[config.mk]
export PLATFORM = sky130hd
export DESIGN_NAME = key_debounce
export DESIGN_NICKNAME = d
export VERILOG_FILES = /design/src/rtl/key_debounce.sv
export SDC_FILE = /design/constraint.sdc
export NUM_CORES = 1
export LEC_CHECK = 0
export BUFFER_PORTS_ARGS = -buffer_cell sky130_fd_sc_hd__clkbuf_2
export CAP_MARGIN = 40
export CORE_ASPECT_RATIO = 0.9
export CORE_MARGIN = 2
export CORE_UTILIZATION = 62
export CTS_BUF_LIST = sky130_fd_sc_hd__clkbuf_4
export DETAILED_ROUTE_END_ITERATION = 10
export PLACE_DENSITY = 0.85
export REMOVE_ABC_BUFFERS = 1
export SLEW_MARGIN = 10
export SYNTH_ARGS = -nofsm -noshare
export SYNTH_HDL_FRONTEND = slang
export SYNTH_SLANG_ARGS = --single-unit
[constraint.sdc]
create_clock -name clk -period 2.7 [get_ports clk]
set_clock_uncertainty 0.2 [all_clocks]
set_input_delay 0.135 -clock clk [delete_from_list [all_inputs] [get_ports clk]]
set_output_delay 0.135 -clock clk [all_outputs]
set_load 0.02 [all_outputs]
[src/rtl/key_debounce.sv]
// Push-button conditioner: 2-flop synchroniser, qualified-stability debounce FSM, and
// registered level plus press/release strobes. Define AUTO_REPEAT_EN for held-key auto-repeat.
module key_debounce #(
   parameter int DEBOUNCE_CYCLES = 1000000,
   parameter bit KEY_ACTIVE_LOW  = 1'b1,
   parameter int REPEAT_DELAY    = 25000000,
   parameter int REPEAT_PERIOD   = 5000000
) (
   input  logic clk,
   input  logic rst,
   input  logic key,
   output logic key_state,
   output logic press_pulse,
   output logic release_pulse
);

   localparam int MAX_A   = (DEBOUNCE_CYCLES > REPEAT_DELAY) ? DEBOUNCE_CYCLES : REPEAT_DELAY;
   localparam int MAX_CNT = (MAX_A > REPEAT_PERIOD) ? MAX_A : REPEAT_PERIOD;
   localparam int CNT_W   = $clog2(MAX_CNT) + 1;

   localparam logic [CNT_W-1:0] CNT_ONE  = CNT_W'(1);
   localparam logic [CNT_W-1:0] CNT_TERM = CNT_W'(DEBOUNCE_CYCLES - 1);

   typedef enum logic [1:0] {
      IDLE        = 2'd0,
      PRESS_CHK   = 2'd1,
      HELD        = 2'd2,
      RELEASE_CHK = 2'd3
   } state_e;

   logic [1:0]       sync_q;
   logic             p_sync;
   state_e           state_q, state_d;
   logic [CNT_W-1:0] cnt_q, cnt_d;
   logic             key_state_q, key_state_d;
   logic             press_q, press_d;
   logic             release_q, release_d;
   logic             rpt_fire;

   // Both flops reset to the released level so a reset never fakes a press.
   always_ff @(posedge clk) begin
      // NOTE: non-blocking assignments keep the two flops a true shift chain.
      if (rst) begin
         sync_q <= {2{KEY_ACTIVE_LOW}};
      end else begin
         sync_q <= {sync_q[0], key};
      end
   end

   assign p_sync = sync_q[1] ^ KEY_ACTIVE_LOW;

   always_ff @(posedge clk) begin
      if (rst) begin
         state_q <= IDLE;
         cnt_q   <= '0;
      end else begin
         state_q <= state_d;
         cnt_q   <= cnt_d;
      end
   end

   always_comb begin
      // NOTE: defaults first so every path assigns every output and no latch is inferred.
      state_d = state_q;
      cnt_d   = cnt_q;
      unique case (state_q)
         IDLE: begin
            cnt_d = '0;
            if (p_sync) begin
               state_d = PRESS_CHK;
               cnt_d   = CNT_ONE;
            end
         end
         PRESS_CHK: begin
            if (!p_sync) begin
               state_d = IDLE;
               cnt_d   = '0;
            end else if (cnt_q == CNT_TERM) begin
               state_d = HELD;
               cnt_d   = '0;
            end else begin
               cnt_d = cnt_q + CNT_ONE;
            end
         end
         HELD: begin
            cnt_d = '0;
            if (!p_sync) begin
               state_d = RELEASE_CHK;
               cnt_d   = CNT_ONE;
            end
         end
         RELEASE_CHK: begin
            if (p_sync) begin
               state_d = HELD;
               cnt_d   = '0;
            end else if (cnt_q == CNT_TERM) begin
               state_d = IDLE;
               cnt_d   = '0;
            end else begin
               cnt_d = cnt_q + CNT_ONE;
            end
         end
         default: begin
            state_d = IDLE;
            cnt_d   = '0;
         end
      endcase
   end

`ifdef AUTO_REPEAT_EN
   logic [CNT_W-1:0] rpt_q, rpt_d;
   logic             rpt_arm_q, rpt_arm_d;

   // First strobe after REPEAT_DELAY held cycles, then every REPEAT_PERIOD.
   assign rpt_fire = (state_q == HELD) &&
                     (rpt_q == (rpt_arm_q ? CNT_W'(REPEAT_PERIOD) : CNT_W'(REPEAT_DELAY)));

   always_comb begin
      rpt_d     = rpt_q;
      rpt_arm_d = rpt_arm_q;
      if (state_q != HELD) begin
         rpt_d     = '0;
         rpt_arm_d = 1'b0;
      end else if (rpt_fire) begin
         rpt_d     = CNT_ONE;
         rpt_arm_d = 1'b1;
      end else begin
         rpt_d = rpt_q + CNT_ONE;
      end
   end

   always_ff @(posedge clk) begin
      if (rst) begin
         rpt_q     <= '0;
         rpt_arm_q <= 1'b0;
      end else begin
         rpt_q     <= rpt_d;
         rpt_arm_q <= rpt_arm_d;
      end
   end
`else
   assign rpt_fire = 1'b0;
`endif

   // Strobes come from the registered level's edge, so they align with key_state.
   always_comb begin
      key_state_d = (state_q == HELD) || (state_q == RELEASE_CHK);
      press_d     = (key_state_d && !key_state_q) || rpt_fire;
      release_d   = !key_state_d && key_state_q;
   end

   always_ff @(posedge clk) begin
      if (rst) begin
         key_state_q <= 1'b0;
         press_q     <= 1'b0;
         release_q   <= 1'b0;
      end else begin
         key_state_q <= key_state_d;
         press_q     <= press_d;
         release_q   <= release_d;
      end
   end

   assign key_state     = key_state_q;
   assign press_pulse   = press_q;
   assign release_pulse = release_q;

endmodule
==> run_results.csv <==
group,metric,value,unit
place,pre_cts_slack,0.483,ns
global_route,grt_usage,23.7,%
clock_tree,cts-root-buf,"clkbuf_4",
place,port_buffers,5,
sta,setup_tns,0,ns
yosys,synth-seq-area-share,44.9,%
detailed_routing,routed_wirelength,2990,microns
place,dp_cells,191,
power,peakVddDrop,0.000399,V
sta,finalCriticalPeriod,2.28,ns
worst_setup_path,crit_family,"simple AND/OR/NAND/NOR gates",
finish,final_cell_area,1580,sq um
detailed_routing,via_per_inst,6.32,
yosys,yosysTopAreaCell,"dfxtp_1",
sta,postLayoutSetupSlackWorst,0.419,ns
clock_tree,cts_tree,"built",
yosys,synth_edf_count,0,
yosys,synth_common_cells,"dfxtp_1 (33), nor2_1 (16), a21oi_1 (13)",
detailed_routing,wl_per_cell,14.8,microns
worst_setup_path,worstSetupStartpointType,"register",
yosys,postSynthCellCount,162,
finish,area.sequential,661,sq um
clock_tree,clock_path_buffers,2,
worst_setup_path,critPathBufInv,0,
sta,whs,0.224,ns
yosys,synth_area,1470,sq um
sta,slew_viol_final,0,
run,max_cap_violations,0,
power,leakagePower,0.458,nW
floorplan,start_util,66.3,%
global_route,grt_max_degree,21,
worst_setup_path,path_cells,"nand4_2 > or4_4 > or4_1 > a21oi_1",
place,gp_congestion,0.846,
detailed_routing,drc_errors,0,
detailed_routing,via_count,1277,
clock_tree,cts_buffers,5,
yosys,yosysMostFrequentCell,"dfxtp_1",
place,hpwl,2030,microns
floorplan,rows,16,
outcome,outcome,"finished clean",
detailed_routing,drtIter0Drc,48,
yosys,ys_types,34,
sta,max_clock_freq,438,MHz
power,p_per_area,490,nW/um^2
sta,worstMarginPinSlew,0.362,ns
finish,num-fill-cells,174,
finish,area_growth,7.56,%
global_route,grt_pass1_vias,1162,
sta,setup_violations,0,
global_route,overflow,0,
yosys,async_reset_ff_share,0,%
floorplan,die_x,55.4,microns
yosys,ys.flop_type,"dfxtp_1",
detailed_routing,first_pass_iters,4,
worst_setup_path,crit_slowest_cell,"or4_4",
finish,antenna_cells,0,
sta,finalHoldViolations,0,
floorplan,io_pins,6,
yosys,netlist.area_leader.share,44.9,%
yosys,synth_area_leaders,"dfxtp_1 (45%), xnor2_1 (5.4%), a21oi_1 (4.4%), nor2_1 (4.1%), o31ai_1 (3.6%)",
clock_tree,clkSinkCount,33,
min_path,hold_class,"register to register",
clock_tree,insertion_delay,0.34,ns
clock_tree,postCtsSetupBuffers,0,
detailed_routing,postRouteAntennaNets,0,
sta,rsz0062_at_grt,"no",
floorplan,die_height,50.2,microns
finish,multi_input_comb_area,757,sq um
clock_tree,htree_levels,2,
floorplan,dieArea,2780,sq um
sta,maxSlewHeadroom,75.6,%
worst_setup_path,crit_arrival,2.36,ns
floorplan,core_area,2220,sq um
clock_tree,path_clk_slew,0.10,ns
global_route,antenna_found_initial,0,
worst_setup_path,critPathMaxStageDelay,0.65,ns
worst_setup_path,end_kind,"register",
worst_setup_path,crit_type,"register to register",
clock_tree,cts_resized,0,
finish,layout.cells.non_filler,202,
finish,nets,178,
worst_setup_path,critical_path_required,2.78,ns
global_route,grt_pass1_wl,5060,microns
place,placed_area,1500,sq um
yosys,ys_seq_elements,33,
worst_setup_path,path_max_fanout,14,
yosys,ys_warn_count,0,
yosys,avgSynthCellArea,9.09,sq um
sta,finalCritPeriodShare,84.5,%
finish,drive_gt1_share,14.3,%
## power breakdown
| part | switching, W | internal (W) |
|---|---|---|
| Combinational | 0.00000377 | 0.00000638 |
| Clock | 0.000167 | 0.000109 |
| Sequential | 0.00000126 | 0.000489 |
## cell type report
cell class	instances	area share, %
clock buffer	6	2.84
clock inverter	2	0.632
inverter	4	0.948
multi-input combinational	121	47.8
sequential	33	41.7
tap	27	2.13
timing repair buffer	9	3.95
## worst paths after layout
path,slack [ns],from,cells after the start,end
max,0.42,cnt_q[7]$_SDFF_PP0_,4,cnt_q[21]$_SDFF_PP0_
max reg2reg,0.42,cnt_q[7]$_SDFF_PP0_,4,cnt_q[21]$_SDFF_PP0_
min,0.22,sync_q[0]$_SDFF_PP1_,1,sync_q[1]$_SDFF_PP1_
min reg2reg,0.22,sync_q[0]$_SDFF_PP1_,1,sync_q[1]$_SDFF_PP1_
## metrics by stage
stage | total power [W] | util, %
floorplan | 0.000505 | -
global placement | 0.000507 | 67.5
detailed placement | 0.000508 | 67.5
CTS | 0.000780 | 71.3
global route | 0.000797 | 71.3
finish | 0.000776 | 71.3
## cell usage in the layout, fill, tap and decap left out, types with 2 or more instances in the layout
master         instances
dfxtp_1               33
nor2_1                16
a21oi_1               13
nand2_1               11
xnor2_1                9
o31ai_1                7
or4_1                  7
nand3_1                7
nor4_1                 7
clkbuf_4               6
o21ai_0                5
or3_1                  5
clkbuf_2               5
and4_1                 4
nand4_1                4
inv_1                  4
xor2_1                 4
or2_2                  3
nor3_1                 3
dlygate4sd3_1          3
or3_2                  2
nor2b_1                2
clkinv_2               2
## state kept, by name, summed over array words and instances, names as in the netlist, named ones only
register / count
cnt_q: 26
sync_q: 2
key_state: 1
release_pulse: 1
press_pulse: 1
state_q: 1
## kinds of logic after synthesis
family / Yosys count / synth area share [%]
DFF: 33 / 44.9
muxes: 1 / 0.765
buffers and inverters: 8 / 3.74
xor gates and xnor gates: 13 / 7.73
and+or+nand+nor: 79 / 31.1
adders and majority gates: 1 / 0.849
AOI/OAI and AO/OA: 27 / 11.0
## routing by layer
layer	vias up	wire length, microns	part of all wire (%)	track usage, %
li1	614	-	-	-
met1	612	1290	43	27.8
met2	41	1440	48	39.5
met3	10	168	5.6	5.41
met4	0	82	2.7	14.6
met5	-	0	0	0
## repair_timing
action	in CTS	in global routing
setup endpoints to repair	0	0
hold endpoints to repair	8	0
hold buffers	3	0
(Power assumes the default switching activity.)
